==> src/rtl/mem_bus_arbiter.sv <==
// Two-port memory bus arbiter: shares one fixed-latency memory port between the CPU (C) and a DMA/debug master (D).
// Round-robin between ports, with an optional D burst lock capped at MAX_BURST consecutive grants while C waits.
module mem_bus_arbiter #(
   parameter int M           = 16,
   parameter int N           = 32,
   parameter int MEM_LATENCY = 1,
   parameter int MAX_BURST   = 8
) (
   input  logic         clk,
   input  logic         rst,
   input  logic         c_req,
   input  logic         c_we,
   input  logic [N-1:0] c_addr,
   input  logic [M-1:0] c_wdata,
   output logic [M-1:0] c_rdata,
   output logic         c_ack,
   input  logic         d_req,
   input  logic         d_we,
   input  logic [N-1:0] d_addr,
   input  logic [M-1:0] d_wdata,
   input  logic         d_lock,
   output logic [M-1:0] d_rdata,
   output logic         d_ack,
   output logic [N-1:0] mem_addr,
   output logic [M-1:0] mem_wdata,
   output logic         mem_re,
   output logic         mem_we,
   input  logic [M-1:0] mem_rdata,
   output logic         owner
);

   localparam int CW = (MEM_LATENCY > 1) ? $clog2(MEM_LATENCY) : 1;
   localparam int BW = $clog2(MAX_BURST + 1);

   typedef enum logic [1:0] {IDLE, ACCESS, ACK} state_t;

   state_t        state, state_nxt;
   logic [CW-1:0] cnt;
   logic [BW-1:0] burst_cnt;
   logic          we_lat;
   logic          last_owner;
   logic          lock_flag;
   logic          any_req;
   logic          lock_hold;
   logic          grant_d;

   assign any_req   = c_req | d_req;
   // D keeps the bus only if its previous ack asked for it and the burst budget is not spent
   assign lock_hold = last_owner & lock_flag & (burst_cnt < BW'(MAX_BURST));

   always_comb begin
      grant_d = d_req;
      if (c_req && d_req)
         grant_d = lock_hold ? 1'b1 : ~last_owner;
   end

   // state register
   always_ff @(posedge clk) begin
      if (rst) state <= IDLE;
      else     state <= state_nxt;
   end

   // next-state logic
   always_comb begin
      state_nxt = state;
      case (state)
         IDLE:    if (any_req) state_nxt = ACCESS;
         ACCESS:  if (cnt == '0) state_nxt = ACK;
         ACK:     state_nxt = IDLE;
         default: state_nxt = IDLE;
      endcase
   end

   // datapath: grant capture, access counter, read capture, fairness bookkeeping
   always_ff @(posedge clk) begin
      if (rst) begin
         cnt        <= '0;
         burst_cnt  <= '0;
         we_lat     <= 1'b0;
         owner      <= 1'b0;
         last_owner <= 1'b1;
         lock_flag  <= 1'b0;
         mem_addr   <= '0;
         mem_wdata  <= '0;
         c_rdata    <= '0;
         d_rdata    <= '0;
      end else begin
         case (state)
            IDLE: if (any_req) begin
               owner     <= grant_d;
               mem_addr  <= grant_d ? d_addr  : c_addr;
               mem_wdata <= grant_d ? d_wdata : c_wdata;
               we_lat    <= grant_d ? d_we    : c_we;
               cnt       <= CW'(MEM_LATENCY - 1);
               if (!grant_d) burst_cnt <= '0;
            end
            ACCESS: begin
               if (cnt == '0) begin
                  if (!we_lat) begin
                     if (owner) d_rdata <= mem_rdata;
                     else       c_rdata <= mem_rdata;
                  end
               end else begin
                  cnt <= cnt - CW'(1);
               end
            end
            ACK: begin
               last_owner <= owner;
               lock_flag  <= owner & d_lock;
               if (owner && d_lock)
                  burst_cnt <= (burst_cnt == BW'(MAX_BURST)) ? burst_cnt : burst_cnt + BW'(1);
               else
                  burst_cnt <= '0;
            end
            default: ;
         endcase
      end
   end

   // outputs decoded from state
   always_comb begin
      mem_re = 1'b0;
      mem_we = 1'b0;
      c_ack  = 1'b0;
      d_ack  = 1'b0;
      case (state)
         ACCESS: begin
            mem_re = ~we_lat;
            mem_we = we_lat;
         end
         ACK: begin
            c_ack = ~owner;
            d_ack = owner;
         end
         default: ;
      endcase
   end

endmodule
==> config.mk <==
export PLATFORM = sky130hd
export DESIGN_NAME = mem_bus_arbiter
export DESIGN_NICKNAME = d
export VERILOG_FILES = /design/src/rtl/mem_bus_arbiter.sv
export SDC_FILE = /design/constraint.sdc
export NUM_CORES = 1
export LEC_CHECK = 0
export CAP_MARGIN = 20
export CORE_ASPECT_RATIO = 1.2
export CORE_UTILIZATION = 39
export DETAILED_ROUTE_END_ITERATION = 12
export GPL_TIMING_DRIVEN = 0
export PLACE_DENSITY = 0.81
export SLEW_MARGIN = 20
export SYNTH_ARGS = -nofsm -noshare
export SYNTH_HDL_FRONTEND = slang
export SYNTH_SLANG_ARGS = --single-unit
==> constraint.sdc <==
create_clock -name clk -period 1.65 [get_ports clk]
set_input_delay 0.33 -clock clk [delete_from_list [all_inputs] [get_ports clk]]
set_output_delay 0.33 -clock clk [all_outputs]
set_load 0.01 [all_outputs]
==> impl_metrics.csv, run 1 <==
group,metric,value,unit
run_status,status,"complete, no violations",
layout,final_layout_size_suffix_gt1_share,8.83,%
layout,area_growth,65.8,%
cts,cts_buffers,9,
synthesis,postSynthAreaPerCell,7.85,sq um
setup_path,r2r-start,"lock_flag",
layout,nets,807,
timing,fmax,626,MHz
timing,finalCritPeriodShare,96.8,%
synthesis,yosysWarningCount,0,
synthesis,synthCells,472,
drt,wl_per_cell,14.6,um
floorplan,row_count,38,
placement,gp_congestion,0.854,
grt,track_usage,24.1,%
setup_path,critPathKind,"flip-flop to primary output",
pwr,power_density,868,nW/um^2
synthesis,synth_edf_count,0,
cts,clkSlewWorstSetupHoldPaths,80,ps
timing,period_minus_slack,1600,ps
timing,relSlewSlack,66.4,%
setup_path,cp_top_family,"buffers and inverters",
pwr,peakVddDrop,545,uV
layout,fin_util,67.4,%
floorplan,die_w,91.0,um
grt,grt_pass1_vias,4095,
cts,cts_root_buf,"clkbuf_8",
worst_hold_path,hold_start,"c_rdata[10]",
drt,drc_errors,0,
placement,dp_slack,-491,ps
setup_path,startpoint,"mem_addr[12]",
floorplan,die_area,9900,sq um
timing,rsz0062_at_grt,"yes",
grt,grt_first_pass_wirelength,19000,um
timing,holdWs,458,ps
setup_path,crit_arrival,1270,ps
setup_path,cp.depth,1,
placement,post_dp_cell_area,5890,sq um
setup_path,cp_slowest_cell,"clkdlybuf4s50_1",
synthesis,synthSimpleGateAreaFrac,25.4,%
synthesis,ys_seq_area_share,48.6,%
drt,drt_pass1_iterations,4,
worst_hold_path,hold_class,"flip-flop to flip-flop",
synthesis,synth.distinct_cells,34,
timing,finalHoldViolCount,0,
synthesis,synth.area.mux_share,0.574,%
drt,vias_per_cell,5.04,
grt,overflow,0,
synthesis,ys.flop_type,"dfxtp_1",
setup_path,cp.buffers_inverters,1,
floorplan,core_area,9130,sq um
job,cap_violations,0,
setup_path,start_kind,"flip-flop",
grt,antenna_found_initial,0,
synthesis,synth_top_family_by_area,"simple AND/OR/NAND/NOR gates",
setup_path,slowest_delay,550,ps
synthesis,syn_nets,593,
synthesis,synth_async_sr_flop_share,0,%
setup_path,worstPathMaxFanout,2,
timing,slew_viol_final,0,
synthesis,netlist_area,3710,sq um
placement,dp_hpwl,9200,um
layout,final_area,6150,sq um
floorplan,ioPinCount,204,
synthesis,synthAdderAreaFrac,0.675,%
setup_path,reg2reg_depth,6,
layout,antenna_cells,0,
synthesis,synth_xor_xnor_area_share,0,%
cts,clk_path_buf_depth,2,
timing,skew,5.79,ps
grt,grt_start_max_net_pins,20,
floorplan,start_util,40.6,%
drt,wirelength,11900,um
cts,htree_levels,3,
timing,worst_slack,52.1,ps
drt,final_antenna_net_count,0,
drt,drtIter0Drc,203,
cts,clock_sinks,90,
pwr,p_leak,2.41,nW
timing,tightest_slew,504,ps
worst_hold_path,hold_depth,2,
timing,finalSetupViolations,0,
cts,clock_latency,350,ps
synthesis,synth_seq_cells,90,
cts,cts_tree,"yes",
placement,port-buffer-count,203,
setup_path,end_kind,"primary output",
synthesis,synth_compound_gate_area_share,19.4,%
setup_path,required,1320,ps
floorplan,die_y,109,um
drt,num_vias,4090,
setup_path,path_cells,"clkdlybuf4s50_1",
## where the power goes
group          leakage [nW]  internal, mW  switching [mW]  total, mW
combinational          1.56         0.748           0.609       1.36
sequential            0.741          2.35          0.0994       2.45
clock                 0.105         0.775           0.757       1.53
## logic make-up after synthesis
logic type | after synthesis
AO/OA/AOI/OAI | 97
multiplexers | 2
adder cells (fa/ha/maj) | 2
buffers and inverters | 42
AND/OR/NAND/NOR | 239
flip-flops | 90
## synthesized netlist by cell type, types with 2 or more instances
| cell | number | area, sq um |
|---|---|---|
| ha_1 | 2 | 25.0 |
| o21a_1 | 2 | 15.0 |
| nand2_1 | 169 | 634 |
| o2111ai_1 | 2 | 17.5 |
| a311oi_1 | 49 | 429 |
| nor2_1 | 56 | 210 |
| buf_4 | 2 | 15.0 |
| clkbuf_1 | 10 | 37.5 |
| dfxtp_1 | 90 | 1800 |
| a21oi_1 | 34 | 170 |
| inv_1 | 3 | 11.3 |
| nand2b_1 | 4 | 25.0 |
| a2111o_1 | 2 | 22.5 |
| buf_2 | 26 | 130 |
| and2_1 | 2 | 12.5 |
## final cells by class
class	count	area [sq um]
Clock buffer	11	151
Buffer	37	209
Timing Repair Buffer	205	2040
Inverter	3	11.3
Tap cell	120	150
Multi-Input combinational cell	340	1730
Clock inverter	5	52.6
Sequential cell	90	1810
Fill cell	800	2980
## metrics by stage
| stage | instances | setup TNS [ps] | power (mW) |
|---|---|---|---|
| finish | 811 | 0 | 5.34 |
| global placement | 795 | -29530 | 3.80 |
| global route | 811 | -17.1 | 5.62 |
| CTS | 810 | 0 | 5.37 |
| detailed placement | 795 | -32600 | 3.84 |
| floorplan | 472 | 0 | 3.05 |
## registers in the layout, indices dropped and copies added, names as in the netlist
signal      count
mem_addr       32
lock_flag       1
d_rdata        16
state           2
owner           1
last_owner      1
c_rdata        16
we_lat          1
burst_cnt       4
mem_wdata      16
## routing by layer
| layer | GRT usage (%) | vias up | routed length [um] |
|---|---|---|---|
| li1 | - | 2036 | - |
| met1 | 25.7 | 1835 | 4580 |
| met2 | 42.6 | 183 | 5790 |
| met4 | 13.9 | 0 | 493 |
| met3 | 7.11 | 36 | 1010 |
| met5 | 0 | - | 0 |
## cells in the final DEF, fill, tap and decap left out, drive strengths merged, types with 3 or more instances in the layout
master / netlist / routed
dlymetal6s2s: 0 / 4
clkinv: 0 / 3
nor2: 56 / 56
a311oi: 49 / 49
nand2b: 4 / 4
buf: 29 / 23
nand2: 169 / 169
dfxtp: 90 / 90
clkbuf: 10 / 30
clkdlybuf4s50: 0 / 195
inv: 3 / 3
a21oi: 35 / 35
## path summary, 6_finish.rpt
check	endpoint	slack, ps
max	mem_addr[12]	50
min	c_rdata[10]	460
max reg2reg	mem_addr[30]	110
min reg2reg	c_rdata[10]	460
## timing repair
| action | CTS | global route |
|---|---|---|
| setup endpoints to repair | 56 | 53 |
| gates resized for setup | 16 | 22 |
| pin swaps | 1 | 1 |
| hold buffers | 0 | 0 |
| setup buffers | 0 | 2 |
Power figures use the tool's default switching activity.
==> run 2: changes to the inputs <==
Clock period 1.65 ns to 1.6 ns, I/O delays scaled along.
==> run 2 against run 1 <==
Cell count increased by 0.12%. Sequential cell count did not move. Clock-buffer cell count did not move. Critical path type is now input pin to flip-flop. Global-route usage did not move. Clock skew about the same. Cell area up 3.1%. Highest routed layer is now met5. Critical endpoint is now mem_addr[7].
==> impl_metrics.csv, run 2 (synthesis results as in run 1) <==
group,metric,value,unit
run_status,status,"complete, no violations",
timing,worst_slack,2.42,ps
cts,cts_buffers,9,
cts,clock_latency,350,ps
cts,cts_root_buf,"clkbuf_8",
pwr,peakVddDrop,556,uV
placement,dpl.cell_count,795,
layout,nets,808,
setup_path,slowest_delay,490,ps
layout,layout_commonest_cell,"nand2_1",
timing,skew,5.30,ps
drt,drt_pass1_iterations,7,
drt,final_antenna_net_count,0,
drt,num_vias,4127,
timing,tightest_slew,530,ps
timing,slew_viol_final,0,
grt,overflow,0,
setup_path,worstPathMaxFanout,10,
cts,clock_sinks,90,
drt,wirelength,12000,um
pwr,internal-power,3.97,mW
placement,port-buffer-count,203,
timing,fmax,626,MHz
placement,dp_slack,-531,ps
layout,antenna_cells,0,
timing,finalHoldViolCount,0,
layout,final_cell_mix,"nand2_1 (169), clkdlybuf4s50_1 (138), dfxtp_1 (87)",
cts,holdBufCountCts,0,
setup_path,start_kind,"input pin",
grt,grt_pass1_vias,4095,
pwr,seqPwrFrac,45.9,%
setup_path,cp_top_family,"buffers and inverters",
pwr,p_switching,1.52,mW
timing,relSlewSlack,64.3,%
floorplan,ioPinCount,204,
job,cap_violations,0,
setup_path,cp.buffers_inverters,2,
layout,fin_util,69.4,%
grt,antenna_found_initial,1,
timing,rsz0062_at_grt,"yes",
pwr,p_leak,3.28,nW
cts,cts_tree,"yes",
grt,grt_first_pass_wirelength,19000,um
pwr,power_frac_comb,25.3,%
drt,drc_errors,0,
layout,final_cells,812,
timing,period_minus_slack,1600,ps
setup_path,crit_arrival,1840,ps
pwr,clkPwrFrac,28.8,%
floorplan,die_y,109,um
timing,finalCritPeriodShare,99.8,%
drt,vias_per_cell,5.08,
timing,finalSetupViolations,0,
setup_path,path_cells,"clkdlybuf4s50_1 > nand2_1 > o21ai_4 > buf_4 > nand2_1 > a311oi_1",
placement,gp_congestion,0.854,
floorplan,row_count,38,
timing,setup_tns,0,ps
pwr,swShare,27.7,%
cts,htree_levels,3,
drt,drtIter0Drc,225,
setup_path,end_kind,"flip-flop",
layout,largest_reg_flops,32,
setup_path,crit_top_cell,"nand2_1",
grt,track_usage,24.1,%
floorplan,die_area,9900,sq um
drt,wl_per_cell,14.8,um
floorplan,start_util,40.6,%
pwr,power_density,867,nW/um^2
floorplan,core_area,9130,sq um
layout,largest-register,"mem_addr",
grt,grt_start_max_net_pins,20,
layout,final_layout_size_suffix_gt1_share,9.83,%
pwr,power.total,5.49,mW
setup_path,cp_slowest_cell,"clkdlybuf4s50_1",
cts,clkSlewWorstSetupHoldPaths,90,ps
floorplan,die_w,91.0,um
setup_path,critPathKind,"input pin to flip-flop",
placement,dp_hpwl,9200,um
cts,clk_path_buf_depth,2,
worst_hold_path,hold_class,"flip-flop to flip-flop",
setup_path,required,1850,ps
layout,area_growth,71.0,%
==> run 2: changes by cell type in the layout (fill, tap and decap cells not counted), sizes merged <==
cell           delta
buf               +5
clkdlybuf4s50    -57
dlymetal6s2s     +55
clkbuf            -3
dlygate4sd2       +1
==> run 2: tightest hold or removal path: cells and delay by family, from the launching register on <==
| family | cells | cell delay, ps |
|---|---|---|
| DFF | 1 | 320 |
| AOI/OAI and AO/OA | 1 | 50 |
| and+or+nand+nor | 1 | 50 |
==> run 2: stage by stage <==
stage,instance area (sq um),hold WS (ps)
2_1_floorplan,3710,432
3_3_place_gp,5890,442
3_5_place_dp,5890,446
4_1_cts,6120,457
5_1_grt,6340,478
6_report,6340,459
==> run 2: final timing paths <==
path | from | to | slack (ps) | depth (start not counted)
setup / recovery | c_req | mem_addr[7] | 2 | 6
hold / removal | c_rdata[11] | c_rdata[11] | 460 | 2
setup reg to reg | lock_flag | mem_addr[7] | 50 | 6
hold reg to reg | c_rdata[11] | c_rdata[11] | 460 | 2
==> run 2: layout make-up <==
cell class                      count  area (sq um)
Clock inverter                      5          52.6
Fill cell                         771          2790
Inverter                            3          11.3
Buffer                             37           226
Clock buffer                       11           151
Timing Repair Buffer              206          2190
Multi-Input combinational cell    340          1760
Tap cell                          120           150
Sequential cell                    90          1810
==> run 2: power by group through the flow <==
stage / Sequential, mW / Clock (mW) / Combinational, mW
6_report: 2.52 / 1.58 / 1.39
5_1_grt: 2.55 / 1.73 / 1.51
4_1_cts: 2.53 / 1.62 / 1.40
3_5_place_dp: 2.57 / 0 / 1.39
3_3_place_gp: 2.56 / 0 / 1.36
2_1_floorplan: 2.65 / 0 / 0.498
==> run 2: what timing repair did <==
action / in CTS / in global routing
setup endpoints to repair: 85 / 122
pin swaps: 2 / 1
gates resized for setup: 26 / 91
gates cloned: 0 / 0
setup buffers: 0 / 3
==> run 2: routing by layer <==
metal | up-vias | GRT usage, % | share of wire, %
met5 | - | 0 | 0.083
met4 | 2 | 13.9 | 4.0
met3 | 38 | 7.11 | 8.5
met2 | 196 | 42.6 | 49
met1 | 1854 | 25.7 | 38
li1 | 2037 | - | -
